==> src/rtl/turf_udp_tx_arbiter.sv <==
// Round-robin, packet-granular arbiter sharing one UDP header+payload path among NUM_PORTS senders.
// Optional per-port packet counters when TURF_UDP_ARB_STATS_EN is defined.
module turf_udp_tx_arbiter #(
    parameter int NUM_PORTS = 4,
    parameter int PTR_BITS  = 2
) (
    input  logic                      clk,
    input  logic                      rst_n,
    input  logic [64*NUM_PORTS-1:0]   s_hdr_tdata,
    input  logic [16*NUM_PORTS-1:0]   s_hdr_tuser,
    input  logic [NUM_PORTS-1:0]      s_hdr_tvalid,
    output logic [NUM_PORTS-1:0]      s_hdr_tready,
    input  logic [64*NUM_PORTS-1:0]   s_data_tdata,
    input  logic [8*NUM_PORTS-1:0]    s_data_tkeep,
    input  logic [NUM_PORTS-1:0]      s_data_tlast,
    input  logic [NUM_PORTS-1:0]      s_data_tvalid,
    output logic [NUM_PORTS-1:0]      s_data_tready,
    output logic [63:0]               m_udphdr_tdata,
    output logic [15:0]               m_udphdr_tuser,
    output logic                      m_udphdr_tvalid,
    input  logic                      m_udphdr_tready,
    output logic [63:0]               m_udpdata_tdata,
    output logic [7:0]                m_udpdata_tkeep,
    output logic                      m_udpdata_tlast,
    output logic                      m_udpdata_tvalid,
    input  logic                      m_udpdata_tready,
    output logic [PTR_BITS-1:0]       grant_idx,
    output logic                      busy
`ifdef TURF_UDP_ARB_STATS_EN
    ,
    output logic [32*NUM_PORTS-1:0]   pkt_count
`endif
);

    typedef enum logic [1:0] {
        IDLE,
        HDR,
        DATA
    } state_t;

    state_t              state_q, state_d;
    logic [PTR_BITS-1:0] grant_q, grant_d;
    logic [PTR_BITS-1:0] last_q, last_d;
    logic [PTR_BITS-1:0] winner;
    logic [PTR_BITS:0]   cand;
    logic                found;
    logic                hdr_fire;
    logic                data_done;

    // Scan last+1, last+2, ... so the most recently served port goes to the back.
    always_comb begin
        winner = '0;
        found  = 1'b0;
        cand   = '0;
        for (int k = 1; k <= NUM_PORTS; k++) begin
            cand = {1'b0, last_q} + (PTR_BITS+1)'(k);
            if (cand >= (PTR_BITS+1)'(NUM_PORTS)) begin
                cand = cand - (PTR_BITS+1)'(NUM_PORTS);
            end
            if (!found && s_hdr_tvalid[cand[PTR_BITS-1:0]]) begin
                found  = 1'b1;
                winner = cand[PTR_BITS-1:0];
            end
        end
    end

    always_comb begin
        state_d          = state_q;
        grant_d          = grant_q;
        last_d           = last_q;
        s_hdr_tready     = '0;
        s_data_tready    = '0;
        m_udphdr_tdata   = '0;
        m_udphdr_tuser   = '0;
        m_udphdr_tvalid  = 1'b0;
        m_udpdata_tdata  = '0;
        m_udpdata_tkeep  = '0;
        m_udpdata_tlast  = 1'b0;
        m_udpdata_tvalid = 1'b0;
        hdr_fire         = 1'b0;
        data_done        = 1'b0;
        unique case (state_q)
            IDLE: begin
                if (found) begin
                    grant_d = winner;
                    state_d = HDR;
                end
            end
            HDR: begin
                m_udphdr_tdata         = s_hdr_tdata[64*grant_q +: 64];
                m_udphdr_tuser         = s_hdr_tuser[16*grant_q +: 16];
                m_udphdr_tvalid        = s_hdr_tvalid[grant_q];
                s_hdr_tready[grant_q]  = m_udphdr_tready;
                hdr_fire               = m_udphdr_tvalid && m_udphdr_tready;
                if (hdr_fire) begin
                    state_d = DATA;
                end
            end
            DATA: begin
                m_udpdata_tdata        = s_data_tdata[64*grant_q +: 64];
                m_udpdata_tkeep        = s_data_tkeep[8*grant_q +: 8];
                m_udpdata_tlast        = s_data_tlast[grant_q];
                m_udpdata_tvalid       = s_data_tvalid[grant_q];
                s_data_tready[grant_q] = m_udpdata_tready;
                data_done = m_udpdata_tvalid && m_udpdata_tready && m_udpdata_tlast;
                if (data_done) begin
                    state_d = IDLE;
                    last_d  = grant_q;
                end
            end
            default: state_d = IDLE;
        endcase
    end

    always_ff @(posedge clk or negedge rst_n) begin
        if (!rst_n) begin
            state_q <= IDLE;
            grant_q <= '0;
            last_q  <= PTR_BITS'(NUM_PORTS - 1);
        end else begin
            state_q <= state_d;
            grant_q <= grant_d;
            last_q  <= last_d;
        end
    end

    assign grant_idx = grant_q;
    assign busy      = (state_q != IDLE);

`ifdef TURF_UDP_ARB_STATS_EN
    logic [31:0] cnt_q [NUM_PORTS];
    logic [31:0] cnt_d [NUM_PORTS];

    always_comb begin
        for (int i = 0; i < NUM_PORTS; i++) begin
            cnt_d[i] = cnt_q[i];
        end
        if (data_done) begin
            cnt_d[grant_q] = cnt_q[grant_q] + 32'd1;
        end
    end

    always_ff @(posedge clk or negedge rst_n) begin
        if (!rst_n) begin
            for (int i = 0; i < NUM_PORTS; i++) begin
                cnt_q[i] <= '0;
            end
        end else begin
            for (int i = 0; i < NUM_PORTS; i++) begin
                cnt_q[i] <= cnt_d[i];
            end
        end
    end

    always_comb begin
        pkt_count = '0;
        for (int i = 0; i < NUM_PORTS; i++) begin
            pkt_count[32*i +: 32] = cnt_q[i];
        end
    end
`endif

endmodule

==> config.mk <==
export PLATFORM = sky130hd
export DESIGN_NAME = turf_udp_tx_arbiter
export DESIGN_NICKNAME = d
export VERILOG_FILES = /design/src/rtl/turf_udp_tx_arbiter.sv
export SDC_FILE = /design/constraint.sdc
export NUM_CORES = 1
export LEC_CHECK = 0
export CELL_PAD_IN_SITES_DETAIL_PLACEMENT = 1
export CELL_PAD_IN_SITES_GLOBAL_PLACEMENT = 1
export CORE_AREA = 2 2 310 312
export DETAILED_ROUTE_END_ITERATION = 8
export DIE_AREA = 0 0 312 314
export PLACE_DENSITY_LB_ADDON = 0.2
export SKIP_CTS_REPAIR_TIMING = 1
export SLEW_MARGIN = 20
export SYNTH_ARGS = -nofsm -noshare
export SYNTH_HDL_FRONTEND = slang
export SYNTH_SLANG_ARGS = --single-unit
==> constraint.sdc <==
create_clock -name clk -period 2.3 [get_ports clk]
set_input_delay 0.46 -clock clk [delete_from_list [all_inputs] [get_ports clk]]
set_output_delay 0.46 -clock clk [all_outputs]
set_load 0.05 [all_outputs]
Yosys cells after proc, flatten, opt, wreduce, memory -nomap -nowiden. Cells that the tools add are included.

Register bits: 6. Latch bits: 0. RAM bits: 0. Memory bits (read-only): 0. Input bits: 624. Output and inout bits: 166. Word-level logic and storage cells: 88. Memories: 0.

Add/subtract/negate cells: 8. $mul: 0. Div/mod/pow operators: 0. Magnitude comparators: 10. Equal/unequal tests: 5. Shifts and indexed selects: 4. Multiplexer cells: 41. Bitwise operators: 2. Reduce and logical (&&, ||, !) cells: 15.

Operators by type and width (count): $shiftx 256x9->64 (2); $mux 64 (2); $shiftx 64x7->16 (1); $shiftx 32x6->8 (1); $mux 2 (11); $mux 16 (1); $lt 2x3->1 const B (5); $mux 1 (15); $bmux 1 s2 (7); $ge 3x3->1 const B (4); $and 4x4->4 (2); $mux 4 (2); $mux 8 (1); $sub 2x1->2 const B (4); $logic_and 1x1->1 (7); $add 2x2->3 const B (2); $ne 2x2->1 const B (3); $pmux 2 s3 (1); $reduce_and 2->1 (2); $add 2x1->3 const B (1); $add 2x3->3 const B (1); $logic_not 1->1 (3); $reduce_and 3->1 (1); $demux 1 s2 (1); other kinds (5) (5).

Longest topological paths before layout.
Word-level depth: 17. Gate-level depth with buffers: 5. Gate-level depth less buffers: 3.

Worst setup path after synthesis. OpenSTA, ideal clock, no wires.

Kind: register to output. Start point: register grant_q[1] (netlist: grant_idx[1]). End point: output s_data_tready[0]. Arrival: 2217 ps. Required time: 1840 ps. Setup slack: -377 ps. Stages on the path, launching flop included: 5. Buffers on the path: 3. Cells stage by stage: dfrtp_1 > buf_2 > clkbuf_1 > buf_2 > nor3_1.

Word-level cells in the longest chain between the ends: 6. Elaborated cells between the ends (all ways): 7. Classes of those cells: order compare: 2; mux: 3; bitwise: 1; reduce/logical: 1.

RTL lines: start: declaration (RTL line 42) `logic [PTR_BITS-1:0] grant_q, grant_d;`; start signal: assignment (RTL line 122) `grant_q <= grant_d;`; $lt 2x3->1 (implied by the code) or $ge 2x1->1 (tied branches) (RTL line 104) `s_data_tready[grant_q] = m_udpdata_tready;`; $logic_and 1x1->1 (implied by the code) (RTL line 104); $mux 1 (implied by the code) (RTL line 104); $demux 1 s2 (*) (RTL line 104); $and 4x4->4 (no line) (*); $mux 4 (*) (RTL line 82) `unique case (state_q)`; end: declaration (RTL line 17) `output logic [NUM_PORTS-1:0] s_data_tready,`.

Every way passes the cells marked *; elsewhere a longest branch is shown, timed or not.

Final worst setup path.
Start point: register grant_q[0] (netlist: grant_idx[0]). End point: output m_udphdr_tuser[12].

Word-level cells in the longest chain between the ends: 2.

RTL lines: $shiftx 64x7->16 (RTL line 91) `m_udphdr_tuser = s_hdr_tuser[16*grant_q +: 16];`; $mux 16 (RTL line 82); end: declaration (RTL line 19) `output logic [15:0] m_udphdr_tuser,`.

Every way passes these cells.

==> results.yml <==
yosys:
  syn_avg_cell_area_sq_um: 12.7
  muxShareOfSynthArea_pct: 68.3
  synthTopCellsByCount: "and2_1, mux4_2, clkbuf_1"
  syn_nets: 1032
  synthTopCellsByArea: "mux4_2, and2_1, buf_6, dfrtp_1, clkbuf_1"
  synth-xor-area-share_pct: 0
  ys_seq_elements: 6
  post-synth-top-area-cell: "mux4_2"
  synthSimpleGateAreaFrac_pct: 21.2
  synth_compound_area_share_pct: 1.28
  synth_adder_area_share_pct: 0
  ys_warn_count: 0
  synthesis.instances: 408
  synth_top_area_share_pct: 67.5
  synth_edf_count: 0
  synth.yosys.seq_area_share_pct: 2.95
  yosys_most_used_dff: "dfrtp_1"
  ys_async_sr_fraction_pct: 100
  synth_area_sq_um: 5170
  synth_cell_types: 28
  synth_top_family_by_area: "multiplexers"
die:
  dieArea_sq_um: 98000
  ioPinCount: 790
  die_y_um: 314
  start_util_pct: 5.48
  std_cell_rows: 113
  fp.dieW_um: 312
  core_area_sq_um: 94400
critical_path:
  cp_common_cell: "buf_12"
  end_kind: "primary output"
  reg2reg_depth: 8
  path_depth: 5
  crit_family: "multiplexers"
  critPathKind: "flip-flop to primary output"
  critPathBufInv: 3
  worstPathRequired_ns: 1.84
  worstPathArrival_ns: 2.03
  path_cells: "buf_12, buf_12, mux4_2, and2_1, buf_4"
  critPathMaxFanout: 9
  cpMaxStageDelayCell: "mux4_2"
  start_kind: "flip-flop"
  max_stage_delay_ns: 0.56
run_status:
  violations: "negative setup slack"
  outcome: "finished, violations left"
cts:
  root_buffer: "clkbuf_16"
  clk_latency_ns: 0.23
  clock_sinks: 6
  numCtsBuffers: 3
  cts_max_level: 1
  tritoncts: "done"
  clkTransAtPathRegs_ns: 0.04
  clockBufferDepth: 2
sta:
  finalHoldViolCount: 0
  tightest_slew_ns: 0.364
  fmax_mhz: 401
  skew_ns: 0.00161
  drv_slew: 0
  period_needed_ns: 2.49
  slew_headroom_pct: 75.6
  setup_ws_ns: -0.192
  fin_tns_setup_ns: -14.95
  rsz0062_at_grt: "yes"
  post-route-period-util_pct: 108
  setup_violations: 155
pwr:
  p_per_area_nw_per_um2: 1040
  ir_drop_uv: 672
  p_leak_nw: 5.62
global_routing:
  track_usage_pct: 9.05
  antenna_found_initial: 1
  grt_max_degree: 60
  grt_pass1_vias: 8801
  globalRoute.totalOverflow: 0
  grt_pass1_wl_mm: 64.7
drt:
  drtPass1Iterations: 4
  wirelength_mm: 48.3
  vias: 7432
  drt-initial-drc-count: 197
  drc: 0
  drt-met1-wl_mm: 16.3
  wl_met2_mm: 27.5
  wl_met3_mm: 3.83
  ant_nets: 0
  top_layer: "met5"
  avgRoutedWirePerCell_um: 19.5
  avgViaCountPerCell: 3.00
flow_run:
  max-cap-violations: 0
cells_and_area:
  multi_input_area_sq_um: 4840
  drive_gt1_share_pct: 36.6
  num-fill-cells: 10987
  final_nets: 1840
  seq_area_sq_um: 160
  design_area_sq_um: 15400
  syn2layout_area_growth_pct: 198
placed_design:
  routabilityCongestion: 0.861
  hpwl_mm: 41.8
  io_buffers: 789
  postPlaceCellArea_sq_um: 14800
hold_path:
  hp-class: "input port to async pin"
==> logic make-up after synthesis <==
| family | after synthesis |
|---|---|
| and+or+nand+nor | 180 |
| muxes | 159 |
| buffers and inverters | 54 |
| AOI/OAI and AO/OA | 9 |
| DFF | 6 |
==> per-layer routing <==
metal	vias to the layer above	GRT usage, %
met4	2	1.46
met1	3696	9.03
li1	3285	-
met5	-	0
met3	18	2.78
met2	431	18.3
==> worst register-to-register path, stage by stage, from the launching register on <==
cell,delay (ns)
dfrtp_4,0.48
buf_8,0.16
buf_16,0.15
mux4_2,0.52
buf_4,0.16
buf_4,0.13
nand4_1,0.09
buf_4,0.14
mux2_1,0.32
==> cell usage in the layout, fill, tap and decap left out, drive strengths merged <==
master	n
a21boi	1
a21o	2
a21oi	1
a2bb2oi	1
a31oi	2
a32o	1
and2	156
buf	228
clkbuf	9
clkdlybuf4s50	623
dfrtp	4
dfstp	2
diode	1
inv	1
mux2	3
mux2i	1
mux4	155
nand2	4
nand2b	3
nand3	1
nand3b	1
nand4	1
nor2	8
nor2b	3
nor3	2
o21bai	1
or4	1
==> metrics by stage <==
stage	total power, mW	std cells	util (%)	setup slack, ns	hold WS [ns]
floorplan	9.15	408	-	-0.288	0.164
global placement	14.8	2459	15.6	-0.159	0.667
detailed placement	14.8	2459	15.6	-0.147	0.670
CTS	15.2	2463	15.7	-0.315	0.518
global route	17.0	2480	16.3	-0.242	0.516
finish	16.0	2481	16.3	-0.192	0.502
==> sequential cells by signal (all words and copies together), names as in the netlist <==
signal / flops
last_q: 2
grant_idx: 2
state_q: 2
==> power breakdown <==
part	internal [mW]	switching [mW]
Sequential	0.180	0.0934
Combinational	7.15	8.30
Clock	0.230	0.0639
==> area by class of cell <==
class / count / share of cell area, %
Multi-Input combinational cell: 348 / 31.4
Inverter: 1 / 0.0243
Tap cell: 1265 / 10.3
Timing Repair Buffer: 856 / 56.8
Clock buffer: 4 / 0.511
Sequential cell: 6 / 1.04
Antenna cell: 1 / 0.0162
==> path summary, 6_finish.rpt <==
kind / end / slack, ns / start
worst min-delay path: grant_idx[1] / 0.50 / rst_n
max in group asynchronous: last_q[0] / 1.51 / rst_n
worst max register to register: last_q[0] / 0.07 / grant_idx[0]
min in group clk: last_q[0] / 0.68 / last_q[0]
worst max-delay path: m_udphdr_tuser[12] / -0.19 / grant_idx[0]
worst min register to register: last_q[0] / 0.68 / last_q[0]
(Power assumes the default switching activity.)
